[config.mk]
export PLATFORM = sky130hd
export DESIGN_NAME = button_conditioner
export DESIGN_NICKNAME = d
export VERILOG_FILES = /design/src/rtl/button_pkg.sv /design/src/rtl/debounce_channel.sv /design/src/rtl/button_conditioner.sv
export SDC_FILE = /design/constraint.sdc
export NUM_CORES = 1
export LEC_CHECK = 0
export BUFFER_PORTS_ARGS = -buffer_cell sky130_fd_sc_hd__buf_2
export CAP_MARGIN = 20
export CORE_ASPECT_RATIO = 0.7
export CORE_MARGIN = 2
export CORE_UTILIZATION = 40
export CTS_BUF_LIST = sky130_fd_sc_hd__clkbuf_4
export CTS_CLUSTER_DIAMETER = 80
export DETAILED_ROUTE_END_ITERATION = 8
export GPL_TIMING_DRIVEN = 0
export PLACE_DENSITY = 0.63
export SYNTH_ARGS = -nofsm -noshare
export SYNTH_HDL_FRONTEND = slang
export SYNTH_SLANG_ARGS = --single-unit
[constraint.sdc]
create_clock -name i_clock -period 1.85 [get_ports i_clock]
set_clock_uncertainty 0.05 [all_clocks]
set_input_delay 0.0925 -clock i_clock [delete_from_list [all_inputs] [get_ports i_clock]]
set_output_delay 0.0925 -clock i_clock [all_outputs]
set_load 0.01 [all_outputs]
[src/rtl/button_pkg.sv]
// rtl/button_pkg.sv - shared types, defaults and sizing helper for the button conditioner
package button_pkg;

    // Per-channel debounce state
    typedef enum logic [1:0] {
        RELEASED        = 2'd0,
        PRESS_PENDING   = 2'd1,
        PRESSED         = 2'd2,
        RELEASE_PENDING = 2'd3
    } btn_state_t;

    localparam int DEF_N_BUTTONS       = 3;
    localparam int DEF_DEBOUNCE_CYCLES = 1000000;   // 20 ms at 50 MHz
    localparam int DEF_REPEAT_DELAY    = 25000000;  // 500 ms at 50 MHz
    localparam int DEF_REPEAT_PERIOD   = 5000000;   // 100 ms at 50 MHz

    // Counter width: enough bits for the largest cycle count, plus one spare
    function automatic int cnt_width(input int a, input int b, input int c);
        int m;
        m = a;
        if (b > m) m = b;
        if (c > m) m = c;
        return $clog2(m) + 1;
    endfunction

endpackage

[src/rtl/debounce_channel.sv]
// rtl/debounce_channel.sv - one button: 2-flop synchroniser, debounce FSM, optional auto-repeat (BUTTON_REPEAT_EN)
module debounce_channel
    import button_pkg::*;
#(
    parameter int DEBOUNCE_CYCLES = DEF_DEBOUNCE_CYCLES,
    parameter int REPEAT_DELAY    = DEF_REPEAT_DELAY,
    parameter int REPEAT_PERIOD   = DEF_REPEAT_PERIOD
) (
    input  logic i_clock,
    input  logic i_reset_n,
    input  logic i_button_n,
    output logic o_level,
    output logic o_press,
    output logic o_release
);

    localparam int CW = cnt_width(DEBOUNCE_CYCLES, REPEAT_DELAY, REPEAT_PERIOD);

    // The registered outputs update on the same edge as the state change, so the
    // decision is taken one count early: the count that would next become
    // DEBOUNCE_CYCLES-1 is the one that commits the transition.
    localparam logic [CW-1:0] C_ACCEPT = CW'(DEBOUNCE_CYCLES - 2);
`ifdef BUTTON_REPEAT_EN
    localparam logic [CW-1:0] C_DELAY  = CW'(REPEAT_DELAY - 1);
    localparam logic [CW-1:0] C_PERIOD = CW'(REPEAT_PERIOD - 1);
`endif

    logic          r_sync1;
    logic          r_sync2;
    logic          w_sync;
    btn_state_t    r_state;
    logic [CW-1:0] r_cnt;
    logic          r_level;
    logic          r_press;
    logic          r_release;
`ifdef BUTTON_REPEAT_EN
    logic          r_repeating;
`endif

    assign w_sync    = r_sync2;
    assign o_level   = r_level;
    assign o_press   = r_press;
    assign o_release = r_release;

    // Two-flop synchroniser; idles released (high) out of reset
    always_ff @(posedge i_clock or negedge i_reset_n) begin
        if (!i_reset_n) begin
            r_sync1 <= 1'b1;
            r_sync2 <= 1'b1;
        end else begin
            r_sync1 <= i_button_n;
            r_sync2 <= r_sync1;
        end
    end

    // Debounce FSM with stability counter and registered level/pulse outputs
    always_ff @(posedge i_clock or negedge i_reset_n) begin
        if (!i_reset_n) begin
            r_state     <= RELEASED;
            r_cnt       <= '0;
            r_level     <= 1'b0;
            r_press     <= 1'b0;
            r_release   <= 1'b0;
`ifdef BUTTON_REPEAT_EN
            r_repeating <= 1'b0;
`endif
        end else begin
            r_press   <= 1'b0;
            r_release <= 1'b0;
            case (r_state)
                RELEASED: begin
                    if (!w_sync) begin
                        r_state <= PRESS_PENDING;
                        r_cnt   <= '0;
                    end
                end
                PRESS_PENDING: begin
                    if (w_sync) begin
                        r_state <= RELEASED;
                        r_cnt   <= '0;
                    end else if (r_cnt == C_ACCEPT) begin
                        r_state     <= PRESSED;
                        r_cnt       <= '0;
                        r_level     <= 1'b1;
                        r_press     <= 1'b1;
`ifdef BUTTON_REPEAT_EN
                        r_repeating <= 1'b0;
`endif
                    end else begin
                        r_cnt <= r_cnt + 1'b1;
                    end
                end
                PRESSED: begin
                    if (w_sync) begin
                        r_state <= RELEASE_PENDING;
                        r_cnt   <= '0;
`ifdef BUTTON_REPEAT_EN
                    end else if (!r_repeating && r_cnt == C_DELAY) begin
                        r_press     <= 1'b1;
                        r_cnt       <= '0;
                        r_repeating <= 1'b1;
                    end else if (r_repeating && r_cnt == C_PERIOD) begin
                        r_press <= 1'b1;
                        r_cnt   <= '0;
                    end else begin
                        r_cnt <= r_cnt + 1'b1;
`endif
                    end
                end
                RELEASE_PENDING: begin
                    if (!w_sync) begin
                        // Bounce back: repeat timing starts over from the delay
                        r_state     <= PRESSED;
                        r_cnt       <= '0;
`ifdef BUTTON_REPEAT_EN
                        r_repeating <= 1'b0;
`endif
                    end else if (r_cnt == C_ACCEPT) begin
                        r_state   <= RELEASED;
                        r_cnt     <= '0;
                        r_level   <= 1'b0;
                        r_release <= 1'b1;
                    end else begin
                        r_cnt <= r_cnt + 1'b1;
                    end
                end
                default: begin
                    r_state <= RELEASED;
                    r_cnt   <= '0;
                    r_level <= 1'b0;
                end
            endcase
        end
    end

endmodule

[src/rtl/button_conditioner.sv]
// rtl/button_conditioner.sv - N independent debounced buttons; auto-repeat enabled by BUTTON_REPEAT_EN
module button_conditioner
    import button_pkg::*;
#(
    parameter int N_BUTTONS       = DEF_N_BUTTONS,
    parameter int DEBOUNCE_CYCLES = DEF_DEBOUNCE_CYCLES,
    parameter int REPEAT_DELAY    = DEF_REPEAT_DELAY,
    parameter int REPEAT_PERIOD   = DEF_REPEAT_PERIOD
) (
    input  logic                 i_clock,
    input  logic                 i_reset_n,
    input  logic [N_BUTTONS-1:0] i_button_n,
    output logic [N_BUTTONS-1:0] o_level,
    output logic [N_BUTTONS-1:0] o_press,
    output logic [N_BUTTONS-1:0] o_release
);

    // One fully independent channel per button pin
    for (genvar g = 0; g < N_BUTTONS; g++) begin : g_chan
        debounce_channel #(
            .DEBOUNCE_CYCLES (DEBOUNCE_CYCLES),
            .REPEAT_DELAY    (REPEAT_DELAY),
            .REPEAT_PERIOD   (REPEAT_PERIOD)
        ) u_chan (
            .i_clock    (i_clock),
            .i_reset_n  (i_reset_n),
            .i_button_n (i_button_n[g]),
            .o_level    (o_level[g]),
            .o_press    (o_press[g]),
            .o_release  (o_release[g])
        );
    end

endmodule

==> results of run 1 <==
[cell type report]
cell class | count | area (um2) | area share [%]
buffer | 30 | 258 | 3.64
clock inverter | 6 | 57.6 | 0.813
timing repair buffer | 80 | 732 | 10.3
inverter | 25 | 104 | 1.47
sequential | 99 | 2500 | 35.2
clock buffer | 10 | 75.1 | 1.06
tap | 162 | 203 | 2.86
multi-input combinational | 408 | 3160 | 44.6
[state kept, by name (all words and copies together) (netlist names), named ones only]
name and flops:
g_chan.u_chan.o_press 3, g_chan.u_chan.r_sync2 3, g_chan.u_chan.o_level 3, g_chan.u_chan.o_release 3
g_chan.u_chan.r_sync1 3, g_chan.u_chan.r_state 3, g_chan.u_chan.r_cnt 78
[placed cells by master, fill, tap and decap left out, drive strengths merged, types with 8 or more instances in the layout]
cell	n
a21oi	32
a31oi	29
and2	10
and3	11
and4	8
buf	99
clkbuf	17
dfrtp	93
inv	25
nand2	37
nand2b	12
nand3	34
nand4	23
nor2	64
nor3	17
nor4	13
o21ai	24
xnor2	27
[through the flow]
step | utilization (%) | hold WS, ns | cells | TNS [ns]
floorplan | - | -0.253 | 566 | -0.596
detailed placement | 44.4 | 0.0520 | 742 | -15.02
finish | 56.3 | 0.0712 | 820 | -6.92
global placement | 44.2 | 0.149 | 741 | -52.54
CTS | 52.5 | 0.0736 | 802 | -5.05
global route | 56.3 | 0.0963 | 820 | -13.75
[power by group through the flow]
stage / logic (mW) / registers, mW / clock network (mW)
4_1_cts: 0.847 / 2.30 / 1.19
3_3_place_gp: 0.469 / 2.35 / 0
6_report: 0.979 / 2.33 / 1.16
5_1_grt: 1.05 / 2.34 / 1.26
2_1_floorplan: 0.335 / 2.33 / 0
3_5_place_dp: 0.494 / 2.36 / 0
[worst max-delay path, cell delays in order (launching register included)]
cell     delay (ns)
dfrtp_1        0.42
inv_1          0.06
ha_1           0.13
or4b_4         0.47
nor3_4         0.19
a21oi_4        0.12
buf_6          0.15
a21o_1         0.16
a22o_1         0.17
[repair_timing]
item,4_1_cts,5_1_grt
endpoints found under the setup margin,84,91
cloned,9,0
resized for setup,135,82
setup buffers,34,20
pin swaps,39,27
hold endpoints to repair,100,0
hold buffers,4,0
[logic make-up after synthesis]
| family | share of synthesized area, % |
|---|---|
| flops | 47.4 |
| mux | 0.573 |
| xor+xnor | 5.51 |
| fa+ha+maj | 1.43 |
| buf+inv | 5.46 |
| compound gates | 13.6 |
| simple gates | 26.1 |
[per-layer routing]
layer  global-route usage [%]  up-vias
li1                         -     2220
met1                     28.9     2322
met2                     30.4      133
met3                     4.06       21
met4                     5.38        0
met5                        0        -
[final timing paths]
kind	startpoint	end	slack [ns]
setup / recovery	g_chan[1].u_chan.r_cnt[0]	g_chan[1].u_chan.r_cnt[5]	-0.17
hold / removal	i_reset_n	g_chan[1].u_chan.r_cnt[15]	0.07
setup reg to reg	g_chan[1].u_chan.r_cnt[0]	g_chan[1].u_chan.r_cnt[5]	-0.17
hold reg to reg	g_chan[2].u_chan.r_sync1	g_chan[2].u_chan.r_sync2	0.30
max in group asynchronous	i_reset_n	g_chan[2].u_chan.r_sync1	0.95
min in group i_clock	i_button_n[0]	g_chan[0].u_chan.r_sync1	0.20
==> run metrics, run 1 <==
f_max=495 MHz; Overall Power=4.47 mW; die area=14100 um2; Leakage Power=2.88 nW; RSZ-0062 raised after global routing=yes; Worst Path Max Fanout=7; top cells by area, synth=dfrtp_1 44%, xnor2_1 4.5%, nor2_1 4.4%; vias per cell=5.73; H-tree Lvls=3; status=finished, violations left; Avg Inst Size Synth=9.26 um2; violated checks=negative setup slack; PwrDens=around 630 nW/um2; Worst Tran Pin Value=0.601 ns; clock-pin transition on the worst setup and hold timing paths=0.15 ns; GP Congestion=0.853; antenna violations before repair=0; clock insertion delay at the later pin of the skew report=between 0.4 and 0.5 ns; Final Worst Setup Slack=-0.169 ns; Arrival @ worst endpoint=2.33 ns; Setup Viol. Count Final=84; Sequential Power Share=52.1%; max layer used=met4; critical path capture point type=register; number of max-cap violations=0; Initial DRT Pass Iterations=5; Synth top area share=between 40% and 50%; IO Count=14; M1 wire length=6690 um; Final Cell Area=7080 um2; met3 wire length=703 um; clock buffer depth=2; most numerous cell in the Yosys netlist=dfrtp_1; Yosys top cell by area=dfrtp_1; fillers=roughly 1100; Setup crit start kind=register; largest net degree at the start of global routing=64; Root Buffer=clkbuf_4; Remaining Overflow, GRT=0; synth warn=0; die height=99.8 um; Antenna Nets Post-Route=0; synthesized flop and latch total=99; Layout area overhead=35.1%; Initial DRC Count=between 300 and 400; Peak supply drop=0.306 mV; Post-synth EDFFs=0; fin. max-slew vios=0; total wire length=~14000 um; P_sw=1.35 mW; met2 wire len=between 6000 and 7000 um; instance area after placement=5600 um2; Buffers on Ports=13; Primary FF master, synth=dfrtp_1; fraction of registers with async set/reset=100%; pre-CTS WS=-0.294 ns; DP Wirelength=just over 8000 um; Starting Density=a little over two fifths; Slew HR=about three fifths; combinational share of power=roughly 22%; die width=141 um; Clock power frac=26.0%; area of the mapped netlist=5240 um2; Final Hold Fails=0; Tmin final=2.02 ns; DRC errors left=0; fin nets=664; post-DR wirelength/cell=17.1 um; diodes inserted=0; Yosys cell types=51; Commonest cells post-synth=93 x dfrtp_1, 62 x nor2_1, 37 x nand2_1, 33 x nand3_1, 31 x a21oi_1; CP required=2.16 ns; sw frac=a little under a third; core area=12600 um2; cell-internal power=3.11 mW; vias in the first global route=4503; All-Layer GR Usage=19.8%; Post-Synthesis Cells=566; total CTS buffers=9; share of post-route cells with drive strength above 1=around two fifths; post-synthesis sequential area ratio=47.4%; first-pass GRT wire length=22500 um; CP Class=register to register; # rows=34; syn_nets=577; CTS tree=built; Worst Reg-to-Reg Cells=8; Min-Delay Path Class=input pin to asynchronous set/reset pin; CTS Sinks=99; Tcrit/Tclk final=109%; routed vias=~4700
No activity file was read; power rests on OpenSTA's default activity.
==> run 2, diff against run 1 <==
Settings changed: PLACE_DENSITY 0.63 to 0.61.
Clock period 1.85 ns to 2.6 ns, I/O delays scaled along.
==> run metrics, run 2 (synthesis gave the netlist of run 1 again) <==
instance area after placement=5530 um2 (-1.1%); Final Cell Area=5780 um2 (-18%); met1 Track Usage GR=25.6% (-3.2 points); Worst Hold Slack=0.216 ns (+0.145 ns); vias per cell=5.55 (-3.1%); clock buffer depth=2 (unchanged); clock-pin transition on the worst setup and hold timing paths=0.15 ns (about the same); commonest non-fill, non-tap cells in the layout=93 x dfrtp_1, 62 x nor2_1, 37 x nand2_1; Final Hold Fails=0 (unchanged); critical path capture point type=register; # rows=34 (unchanged); Post-CTS Setup Inserts=0 (-100%); pre-CTS WS=0.367 ns (+0.661 ns); status=complete, no violations; CP required=2.93 ns (+0.77 ns); share of post-route cells with drive strength above 1=12.3% (-27 points); Root Buffer=clkbuf_4; most common cell after layout, fill and taps aside=dfrtp_1; f_max=441 MHz (-11%); diodes inserted=0 (unchanged); P_sw=0.796 mW (-41%); DRC errors left=0 (unchanged); dpl cells=742 (unchanged); total wire length=11300 um (-20%); non-filler cells in the finished layout=762 (-7.1%); antenna violations before repair=0 (unchanged); cell-internal power=2.29 mW (-26%); GRT Max-Usage Layer=met1; sw frac=25.8% (-4.5 points); Peak supply drop=0.251 mV (-18%); total CTS buffers=9 (unchanged); Clock power frac=36.0% (+10 points); Min-Delay Path Class=input pin to asynchronous set/reset pin; Starting Density=41.6% (unchanged); clock insertion delay at the later pin of the skew report=0.46 ns (-0.02 ns); max reg flops=78 (unchanged); die area=14100 um2 (unchanged); All-Layer GR Usage=17.1% (-2.7 points); fin. max-slew vios=0 (unchanged); Remaining Overflow, GRT=0 (unchanged); RSZ-0062 raised after global routing=no; fillers=1226 (+16%); DP Wirelength=7880 um (-2.6%); combinational share of power=10.7% (-11 points); Initial DRC Count=333 (-2.3%); CTS tree=built; post-DR wirelength/cell=14.8 um (-14%); IO Count=14 (unchanged); die width=141 um (unchanged); Layout area overhead=10.2%; CTS Sinks=99 (unchanged); Worst Path Max Fanout=10 (+3); PwrDens=534 nW/um2 (-15%); met3 Use GR=3.44% (-0.62 points); core area=12600 um2 (unchanged); Final Worst Setup Slack=0.330 ns (+0.499 ns); number of max-cap violations=0 (unchanged); Antenna Nets Post-Route=0 (unchanged); fin nets=606 (-8.7%); Fin Setup TNS=0 ns (+6.92 ns); H-tree Lvls=3 (unchanged); Setup crit start kind=register; first-pass GRT wire length=19500 um (-13%); Arrival @ worst endpoint=2.60 ns (+0.27 ns); largest net degree at the start of global routing=60 (-6.3%); Buffers on Ports=13 (unchanged); Tmin final=2.27 ns (+0.251 ns); routed vias=4228 (-10%); Slew HR=49.3% (-10 points); Tcrit/Tclk final=87.3% (-22 points); die height=99.8 um (unchanged); CP Class=register to register; GRT met2 Usage=25.3% (-5.1 points); largest register by flop count=g_chan.u_chan.r_cnt; GP Congestion=0.875 (+2.5%); Setup Viol. Count Final=0 (-100%); Leakage Power=2.37 nW (-18%); vias in the first global route=4007 (-11%); Sequential Power Share=53.4% (+1.3 points); Worst Tran Pin Value=0.760 ns (+0.159 ns); Initial DRT Pass Iterations=5 (unchanged)
-- run 2: layer usage --
metal / routed length [um] / part of all wire, % / up-vias
met3: 491 / 4.4 / 12
li1: - / - / 2085
met5: 0 / 0 / -
met2: 4740 / 42 / 101
met4: 114 / 1.0 / 0
met1: 5910 / 52 / 2030
-- run 2: final timing paths --
check | from | endpoint | slack [ns] | cells past startpoint
hold reg to reg | g_chan[0].u_chan.r_sync1 | g_chan[0].u_chan.r_sync2 | 0.32 | 0
setup / recovery | g_chan[0].u_chan.r_cnt[0] | g_chan[0].u_chan.r_cnt[23] | 0.33 | 9
min in group i_clock | i_button_n[1] | g_chan[1].u_chan.r_sync1 | 0.23 | 2
setup reg to reg | g_chan[0].u_chan.r_cnt[0] | g_chan[0].u_chan.r_cnt[23] | 0.33 | 9
hold / removal | i_reset_n | g_chan[1].u_chan.r_cnt[9] | 0.22 | 2
max in group asynchronous | i_reset_n | g_chan[0].u_chan.r_sync2 | 1.55 | 3
-- run 2: worst max-delay path: stages, from the launching register on --
cell and delay [ns]:
dfrtp_1 0.42, inv_1 0.08, ha_1 0.21, nor3b_1 0.13, and4_1 0.23, a21oi_1 0.22, buf_2 0.28, buf_2 0.27
o31ai_1 0.11, a31oi_1 0.18
-- run 2: power by group through the flow --
stage,Combinational [mW],Clock [mW],Sequential [mW]
global placement,0.316,0,1.67
floorplan,0.220,0,1.66
finish,0.330,1.11,1.65
CTS,0.337,1.14,1.65
global route,0.381,1.20,1.66
detailed placement,0.329,0,1.67
-- run 2: timing repair --
item / in CTS / in global routing
gates resized for setup: 0 / 0
endpoints found under the hold margin: 59 / 0
hold buffers: 4 / 0
setup endpoints to repair: 0 / 0
-- run 2: layout make-up --
class	count	area [um2]	share of cell area, %
inverters	25	93.8	1.62
flip-flops and latches	99	2480	43.0
repair buffers	18	128	2.21
clock inverters	6	129	2.23
multi-input cells	408	2470	42.8
well taps	162	203	3.51
plain buffers	34	193	3.33
clock buffers	10	75.1	1.30
-- run 2: per-stage QoR --
step | utilization [%] | power, mW
5_1_grt | 45.9 | 3.24
3_5_place_dp | 43.9 | 2.00
4_1_cts | 45.9 | 3.13
6_report | 45.9 | 3.08
3_3_place_gp | 43.8 | 1.99
2_1_floorplan | - | 1.88
==> run 3, diff against run 2 <==
Settings changed: CELL_PAD_IN_SITES_DETAIL_PLACEMENT set to 1, CELL_PAD_IN_SITES_GLOBAL_PLACEMENT set to 1, CORE_UTILIZATION 40 to 55, GPL_TIMING_DRIVEN 0 to unset, PLACE_DENSITY 0.61 to 0.94.
==> run metrics, run 3 (synthesis gave the netlist of run 1 again) <==
r2r startpoint=g_chan[2].u_chan.r_cnt[0]; first-pass GRT wire length=23300 um (+20%); largest register by flop count=g_chan.u_chan.r_cnt; dpl cells=678 (-8.6%); Layout area overhead=5.61%; antenna violations before repair=0 (unchanged); fillers=1058 (-14%); non-filler cells in the finished layout=698 (-8.4%); Worst Hold Slack=0.193 ns (-0.0231 ns); CP Class=register to register; vias per cell=6.33 (+14%); Final Worst Setup Slack=0.342 ns (+0.0120 ns); Min-Delay Path Class=input pin to asynchronous set/reset pin; commonest non-fill, non-tap cells in the layout=93 x dfrtp_1, 62 x nor2_1, 37 x nand2_1; All-Layer GR Usage=28.8% (+12 points); Starting Density=57.1% (+15 points); post-DR wirelength/cell=19.6 um (+32%); Slew HR=49.1% (-0.16 points); number of max-cap violations=0 (unchanged); f_max=443 MHz (+0.53%); total CTS buffers=9 (unchanged); Arrival @ worst endpoint=2.59 ns (about the same); die width=121 um (-14%); Antenna Nets Post-Route=0 (unchanged); post-layout util=60.3% (+14 points); max reg flops=78 (unchanged); R2R Path End=g_chan[2].u_chan.r_cnt[12]; CTS Sinks=99 (unchanged); IO Count=14 (unchanged); Remaining Overflow, GRT=0 (unchanged); most common cell after layout, fill and taps aside=dfrtp_1; Buffers on Ports=13 (unchanged); routed vias=4417 (+4.5%); Overall Power=2.83 mW (-8.3%); H-tree Lvls=3 (unchanged); Register Area=2480 um2 (unchanged); core area=9180 um2 (-27%); Final Cell Area=5540 um2 (-4.2%); share of post-route cells with drive strength above 1=10.6% (-1.7 points); clock buffer depth=2 (unchanged); Setup Viol. Count Final=0 (unchanged); Worst Path Max Fanout=13 (+3); die area=10300 um2 (-26%); Root Buffer=clkbuf_4; fin nets=580 (-4.3%); DP Wirelength=9350 um (+19%); CTS tree=built; instance area after placement=5360 um2 (-3.2%); critical path capture point type=register; Leakage Power=2.25 nW (-5.1%); status=complete, no violations; fin. max-slew vios=0 (unchanged); Final Hold Fails=0 (unchanged); PwrDens=511 nW/um2 (-4.3%); total wire length=13700 um (+21%); diodes inserted=0 (unchanged); Initial DRT Pass Iterations=6 (+1); launch point of the worst path=g_chan[2].u_chan.r_cnt[0]; DRC errors left=0 (unchanged); CP required=2.94 ns (about the same); GP Congestion=0.867 (-0.90%); Worst Tran Pin Value=0.762 ns (+0.00234 ns); Fin Setup TNS=0 ns (unchanged); Setup crit end=g_chan[2].u_chan.r_cnt[12]; die height=85.7 um (-14%); Initial DRC Count=290 (-13%); Tmin final=2.26 ns (-0.0120 ns); pre-CTS WS=0.418 ns (+0.0513 ns); Setup crit start kind=register; # rows=29 (-15%); Worst Reg-to-Reg Cells=7 (-2); Tcrit/Tclk final=86.8% (-0.46 points); Peak supply drop=0.411 mV (+64%); clock insertion delay at the later pin of the skew report=0.47 ns (about the same); area of the multi-input gates=2480 um2 (+0.15%); clock-pin transition on the worst setup and hold timing paths=0.16 ns (about the same); vias in the first global route=4615 (+15%); reg2reg setup slack=0.34 ns (about the same); largest net degree at the start of global routing=54 (-10%); RSZ-0062 raised after global routing=no
## run 3: power by group
group / leakage (nW) / total (mW) / internal [mW] / switching, mW
clock network: 0.0768 / 0.823 / 0.306 / 0.517
registers: 1.35 / 1.66 / 1.59 / 0.0705
logic: 0.826 / 0.346 / 0.107 / 0.239
## run 3: worst min path at each step
stage | start | endpoint | slack [ns] | cells past startpoint
2_1_floorplan | i_reset_n | asynchronous set/reset pin | -0.22 | 0
3_3_place_gp | i_reset_n | g_chan[1].u_chan.r_cnt[14] | 0.17 | 1
3_5_place_dp | i_reset_n | g_chan[1].u_chan.r_cnt[14] | 0.18 | 1
4_1_cts | i_reset_n | g_chan[1].u_chan.r_cnt[11] | 0.18 | 2
5_1_grt | i_button_n[0] | g_chan[0].u_chan.r_sync1 | 0.22 | 2
6_report | i_reset_n | g_chan[0].u_chan.r_cnt[11] | 0.19 | 2
## run 3: timing repair
action | CTS | global route
hold buffers | 4 | 0
endpoints found under the setup margin | 0 | 0
endpoints found under the hold margin | 50 | 0
gates resized for setup | 0 | 0
setup buffers | 0 | 0
## run 3: final cells by class
type,instances,share of cell area (%)
clock buffers,10,1.36
multi-input cells,408,44.7
well taps,124,2.80
clock inverters,6,1.17
inverters,25,1.69
repair buffers,26,3.39
flip-flops and latches,99,44.9
## run 3: layer usage
layer	share of wire [%]	wire length [um]	up-vias	track usage (%)
li1	-	-	2027	-
met2	49	6670	112	47.8
met3	4.4	596	31	6.12
met5	0	0	-	0
met4	2.2	298	0	10.8
met1	45	6100	2247	37.6
## run 3: worst max-delay path, stage by stage, from the launching register on
cell and delay (ns):
dfrtp_1 0.48, inv_1 0.08, ha_1 0.23, nor3b_1 0.14
and4_1 0.25, a21o_1 0.32, or4_1 0.54, o21ai_0 0.08
